`src/rtl/sprite_renderer.sv`:
```
// sprite_renderer: VGA pixel stage drawing a sky background and two 16x16
// plane sprites. Sprite 0 has priority over sprite 1, and overlaps are
// reported once per frame. RGB and syncs arrive two cycles after the pixel
// stream that produced them.
module sprite_renderer (
    input  logic       clk,
    input  logic       rst_n,
    input  logic       hsync_in,
    input  logic       vsync_in,
    input  logic       active_in,
    input  logic [9:0] x,
    input  logic [8:0] y,
    input  logic       frame_tick,
    input  logic [9:0] p0_x,
    input  logic [8:0] p0_y,
    input  logic       p0_dir,
    input  logic       p0_en,
    input  logic [9:0] p1_x,
    input  logic [8:0] p1_y,
    input  logic       p1_dir,
    input  logic       p1_en,
    output logic [1:0] r,
    output logic [1:0] g,
    output logic [1:0] b,
    output logic       hsync_o,
    output logic       vsync_o,
    output logic       collide
);

    // Plane silhouette in mirrored sprite coordinates: fuselage, wings, tail
    function automatic logic shape_opaque(input logic [3:0] um, input logic [3:0] v);
        return (v == 4'd7) || (v == 4'd8) ||
               ((um >= 4'd5) && (um <= 4'd7)) ||
               ((um <= 4'd1) && (v >= 4'd4) && (v <= 4'd11));
    endfunction

    // Shadow copies of the sprite attributes
    logic [9:0] s0_x_r, s1_x_r;
    logic [8:0] s0_y_r, s1_y_r;
    logic       s0_dir_r, s1_dir_r, s0_en_r, s1_en_r;

    // Stage-1 combinational terms
    logic [10:0] u0_s, v0_s, u1_s, v1_s;
    logic        in0_s, in1_s;
    logic [3:0]  um0_s, um1_s;

    // Stage-1 registers
    logic       in0_r, in1_r;
    logic [3:0] um0_r, um1_r, v0_r, v1_r;
    logic       act_r, hs1_r, vs1_r;

    // Stage-2 combinational terms and registers
    logic       op0_s, op1_s, hit_s;
    logic [5:0] rgb_s;
    logic [5:0] rgb_r;
    logic       hs2_r, vs2_r;
    logic       hit_acc_r, collide_r;

    // Latch sprite attributes at frame start so mid-frame edits wait a frame
    always_ff @(posedge clk or negedge rst_n) begin
        if (!rst_n) begin
            s0_x_r   <= 10'd0;
            s0_y_r   <= 9'd0;
            s0_dir_r <= 1'b0;
            s0_en_r  <= 1'b0;
            s1_x_r   <= 10'd0;
            s1_y_r   <= 9'd0;
            s1_dir_r <= 1'b0;
            s1_en_r  <= 1'b0;
        end else if (frame_tick) begin
            s0_x_r   <= p0_x;
            s0_y_r   <= p0_y;
            s0_dir_r <= p0_dir;
            s0_en_r  <= p0_en;
            s1_x_r   <= p1_x;
            s1_y_r   <= p1_y;
            s1_dir_r <= p1_dir;
            s1_en_r  <= p1_en;
        end
    end

    // Box test and mirrored sprite coordinates; no wrap past screen edges
    always_comb begin
        u0_s  = {1'b0, x} - {1'b0, s0_x_r};
        v0_s  = {2'b00, y} - {2'b00, s0_y_r};
        u1_s  = {1'b0, x} - {1'b0, s1_x_r};
        v1_s  = {2'b00, y} - {2'b00, s1_y_r};
        in0_s = s0_en_r && (x >= s0_x_r) && (u0_s < 11'd16) &&
                (y >= s0_y_r) && (v0_s < 11'd16);
        in1_s = s1_en_r && (x >= s1_x_r) && (u1_s < 11'd16) &&
                (y >= s1_y_r) && (v1_s < 11'd16);
        um0_s = s0_dir_r ? (4'd15 - u0_s[3:0]) : u0_s[3:0];
        um1_s = s1_dir_r ? (4'd15 - u1_s[3:0]) : u1_s[3:0];
    end

    // Stage 1: capture box hits, sprite coordinates and delayed controls
    always_ff @(posedge clk or negedge rst_n) begin
        if (!rst_n) begin
            in0_r <= 1'b0;
            in1_r <= 1'b0;
            um0_r <= 4'd0;
            um1_r <= 4'd0;
            v0_r  <= 4'd0;
            v1_r  <= 4'd0;
            act_r <= 1'b0;
            hs1_r <= 1'b1;
            vs1_r <= 1'b1;
        end else begin
            in0_r <= in0_s;
            in1_r <= in1_s;
            um0_r <= um0_s;
            um1_r <= um1_s;
            v0_r  <= v0_s[3:0];
            v1_r  <= v1_s[3:0];
            act_r <= active_in;
            hs1_r <= hsync_in;
            vs1_r <= vsync_in;
        end
    end

    // Opacity, overlap and colour selection with sprite 0 on top
    always_comb begin
        op0_s = in0_r && shape_opaque(um0_r, v0_r);
        op1_s = in1_r && shape_opaque(um1_r, v1_r);
        hit_s = act_r && op0_s && op1_s;
        if (!act_r) begin
            rgb_s = 6'b00_00_00;
        end else if (op0_s) begin
            rgb_s = 6'b11_00_00;
        end else if (op1_s) begin
            rgb_s = 6'b00_00_11;
        end else begin
            rgb_s = 6'b00_01_10;
        end
    end

    // Stage 2: register pixel colour and output syncs
    always_ff @(posedge clk or negedge rst_n) begin
        if (!rst_n) begin
            rgb_r <= 6'd0;
            hs2_r <= 1'b1;
            vs2_r <= 1'b1;
        end else begin
            rgb_r <= rgb_s;
            hs2_r <= hs1_r;
            vs2_r <= vs1_r;
        end
    end

    // Accumulate overlaps over a frame; publish and clear at frame start
    always_ff @(posedge clk or negedge rst_n) begin
        if (!rst_n) begin
            hit_acc_r <= 1'b0;
            collide_r <= 1'b0;
        end else if (frame_tick) begin
            collide_r <= hit_acc_r | hit_s;
            hit_acc_r <= 1'b0;
        end else begin
            hit_acc_r <= hit_acc_r | hit_s;
        end
    end

    assign r       = rgb_r[5:4];
    assign g       = rgb_r[3:2];
    assign b       = rgb_r[1:0];
    assign hsync_o = hs2_r;
    assign vsync_o = vs2_r;
    assign collide = collide_r;

endmodule

```
`config.mk`:
```
export PLATFORM = sky130hd
export DESIGN_NAME = sprite_renderer
export DESIGN_NICKNAME = d
export VERILOG_FILES = /design/src/rtl/sprite_renderer.sv
export SDC_FILE = /design/constraint.sdc
export NUM_CORES = 1
export LEC_CHECK = 0
export ABC_CLOCK_PERIOD_IN_PS = 3300
export CORE_MARGIN = 3
export CORE_UTILIZATION = 45
export CTS_CLUSTER_DIAMETER = 150
export DETAILED_ROUTE_END_ITERATION = 10
export DONT_BUFFER_PORTS = 1
export HOLD_SLACK_MARGIN = 0.02
export RECOVER_POWER = 50
export REMOVE_ABC_BUFFERS = 1
export SLEW_MARGIN = 20
export SYNTH_ARGS = -nofsm -noshare
export SYNTH_HDL_FRONTEND = slang
export SYNTH_SLANG_ARGS = --single-unit
```
`constraint.sdc`:
```
create_clock -name clk -period 3.3 [get_ports clk]
set_input_delay 0.165 -clock clk [delete_from_list [all_inputs] [get_ports clk]]
set_output_delay 0.165 -clock clk [all_outputs]
set_load 0.1 [all_outputs]
```
==> key figures <==
Floorplanning
  – Chip Width: 103 um
  – Core ar.: 0.00889 mm^2
  – Io pins: 76
  – Die Ht: 103 um
  – Die area: 0.0106 mm^2
  – Starting Density: 0.474
  – Rows: 34

Clock network
  – Post-cts sizing count: 0
  – Clk pin slew, worst setup/hold paths: 0.08 ns
  – Num CTS Buffers: 9
  – Clk sinks: 71
  – Root Buffer: clkbuf_8
  – CTS tree: done
  – Max Root-Sink Buffers: 2
  – Worst-Skew Late Latency: 0.35 ns
  – # H-tree levels: 3

STA
  – PnR worst setup slack: 0.773 ns
  – Final period util: 0.766
  – Worst slew pin tran: 1.72 ns
  – Tmin final: 2.53 ns
  – Max Freq: 396 MHz
  – Fin. max-slew vios: 72
  – Final Hold Viols: 0
  – Final setup viols: 0
  – Setup_tns: 0 ns
  – Clk_skew: 0.00830 ns
  – RSZ-0062 raised after global routing: false
  – Slew headroom: -0.146

Global route
  – Initial antenna violation count: 0
  – Largest net degree at the start of global routing: 80
  – Vias in the first global route: 3213
  – First-pass GRT wire length: 15100 um
  – Overflow left after global routing: 0
  – All-Layer GR Usage: 0.186

Outcome
  – Status: finished with violations
  – Failing checks: max-capacitance violations, max-slew violations

Min path
  – Start point of the worst hold path: y[0]
  – Hold Path End: v1_r[0]$_DFF_PN0_
  – Worst hold stages: 3
  – Hold WC Path Type: input pin to flop

Routing
  – Post-route ant nets: 0
  – Vias per inst: 5.29
  – DRC Markers: 0
  – DR vias: 3176
  – DR iter-0 viols: 142
  – Drt total wl: 8970 um
  – DR WL/cell: 15.0 um
  – Initial DRT Pass Iterations: 4

Logic synthesis
  – Synth top area share: 0.398
  – Syn Area/Cell: 9.57 um^2
  – Number of synthesized flops with an enable pin: 0
  – Ys Warns: 0
  – Synth area leader: dfrtp_1
  – Synth area leaders: dfrtp_1 40%, ha_1 11%, inv_1 4.5%
  – Sequential area share after synthesis: 0.423
  – Asr flop ratio synth: 1.00
  – Main synth FF type: dfrtp_1
  – Post-Synthesis Cells: 440
  – Mapped Area: 0.00421 mm^2
  – Cell variety after synth: 53
  – #FFs+latches synth: 71

Setup path
  – Worst R2R End: in1_r$_DFF_PN0_
  – Crit-path max FO: 5
  – FF-to-FF path depth: 8
  – Critical Path Source Type: flop
  – Crit path kind: flop to flop
  – Worst Path Arrival: 2.82 ns
  – Worst path required time: 3.59 ns
  – Worst setup EP type: flop
  – R2R Setup Slk: 0.77 ns
  – Critical R2R Launch: s1_x_r[4]$_DFFE_PN0P_
  – Critical path launch point: s1_x_r[4]$_DFFE_PN0P_

Pwr
  – Net Sw Frac: 0.306
  – Pwr Total: 2.45 mW
  – Logic pwr share: 0.254
  – Psw: 750 uW
  – Flop pwr share: 0.428
  – Worst VDD drop: 0.219 mV
  – Internal: 1.70 mW
  – Leak: 2.29 nW
  – Pwr Density: 489 mW/mm^2
  – Share of power burned in the clock network: 0.318

Placed design
  – IO buf count: 0
  – DP Worst Slack: 0.787 ns
  – Dpl hpwl: 6450 um
  – GPL Wtd Cong: 0.861

Flow run
  – Maxcap violations: 1

Layout
  – N_diodes: 0
  – Nets: 596
  – Area grow syn2layout: 19.1%
  – Commonest non-fill, non-tap cell in the layout: dfrtp_1
  – Share of cells above drive strength 1: 0.0650
  – Most frequent cells in the layout: 66 x dfrtp_1, 50 x inv_1, 47 x dlygate4sd3_1
state kept, by name, summed over array words and instances, names as in the netlist:
register and flops:
s0_x_r 10, s1_x_r 10, s0_y_r 9, s1_y_r 9, rgb_r 4, um0_r 4
um1_r 4, v0_r 4, v1_r 4, act_r 1, collide 1, hit_acc_r 1
hs1_r 1, hsync_o 1, in0_r 1, in1_r 1, s0_dir_r 1, s0_en_r 1
s1_dir_r 1, s1_en_r 1, vs1_r 1, vsync_o 1
power by group through the flow:
stage	Clock (mW)	Sequential [mW]	Combinational [mW]
2_1_floorplan	0	1.05	0.440
3_3_place_gp	0	1.06	0.533
3_5_place_dp	0	1.07	0.542
4_1_cts	0.803	1.05	0.630
5_1_grt	0.847	1.06	0.708
6_report	0.780	1.05	0.622
stage by stage:
step | utilization | instance area [um^2] | instances | hold WS [ns]
finish | 0.564 | 5010 | 600 | 0.0751
global route | 0.564 | 5010 | 600 | 0.0774
CTS | 0.567 | 5040 | 600 | 0.0655
detailed placement | 0.483 | 4290 | 535 | -0.128
global placement | 0.483 | 4290 | 535 | -0.128
floorplan | - | 4160 | 427 | -0.131
Yosys cell counts (10+ instances only):
cell type / n
o21a_1: 13
ha_1: 38
inv_1: 50
xnor2_1: 14
clkbuf_1: 11
nor2_1: 18
o21ai_0: 36
nand2_1: 44
a21o_1: 10
o21ai_1: 12
dfrtp_1: 67
a21oi_1: 20
worst max-delay path, cell delays in order (launching register included):
cell,delay [ns]
dfrtp_1,0.33
inv_1,0.05
ha_1,0.33
a21o_1,0.21
nor2b_4,0.12
or3b_1,0.33
or4_1,0.44
a2111oi_0,0.42
and4b_1,0.24
cells by family after synthesis:
kind of cell | Yosys count | share of synthesized area
compound gates | 124 | 0.182
other cells | 1 | 0.000890
fa+ha+maj | 42 | 0.132
flops | 71 | 0.423
simple gates | 105 | 0.127
xor+xnor | 22 | 0.0458
buf+inv | 63 | 0.0579
mux | 12 | 0.0309
cell type report:
type                       instances  area [um^2]
inverter                          50          188
multi-input combinational        306         2190
clock inverter                     6         92.6
clock buffer                      10          128
fill                             808         3880
tap                              108          135
sequential                        71         1780
timing repair buffer              49          503
worst max-delay path by stage:
stage                                  to  depth (start not counted)
after detailed placement  in1_r$_DFF_PN0_                          8
after CTS                 in1_r$_DFF_PN0_                          8
after floorplan           in1_r$_DFF_PN0_                          8
after global placement    in1_r$_DFF_PN0_                          8
after global routing      in1_r$_DFF_PN0_                          8
final                     in1_r$_DFF_PN0_                          8
layer usage:
| metal | GRT usage | wire length, um |
|---|---|---|
| met1 | 0.236 | 4020 |
| met2 | 0.304 | 4340 |
| met3 | 0.0595 | 475 |
| met4 | 0.0568 | 136 |
| met5 | 0 | 0 |
repair_timing:
| action | 4_1_cts | 5_1_grt |
|---|---|---|
| hold buffers | 49 | 0 |
| setup buffers | 0 | 0 |
| endpoints found under the hold margin | 120 | 0 |
(Power assumes the default switching activity.)
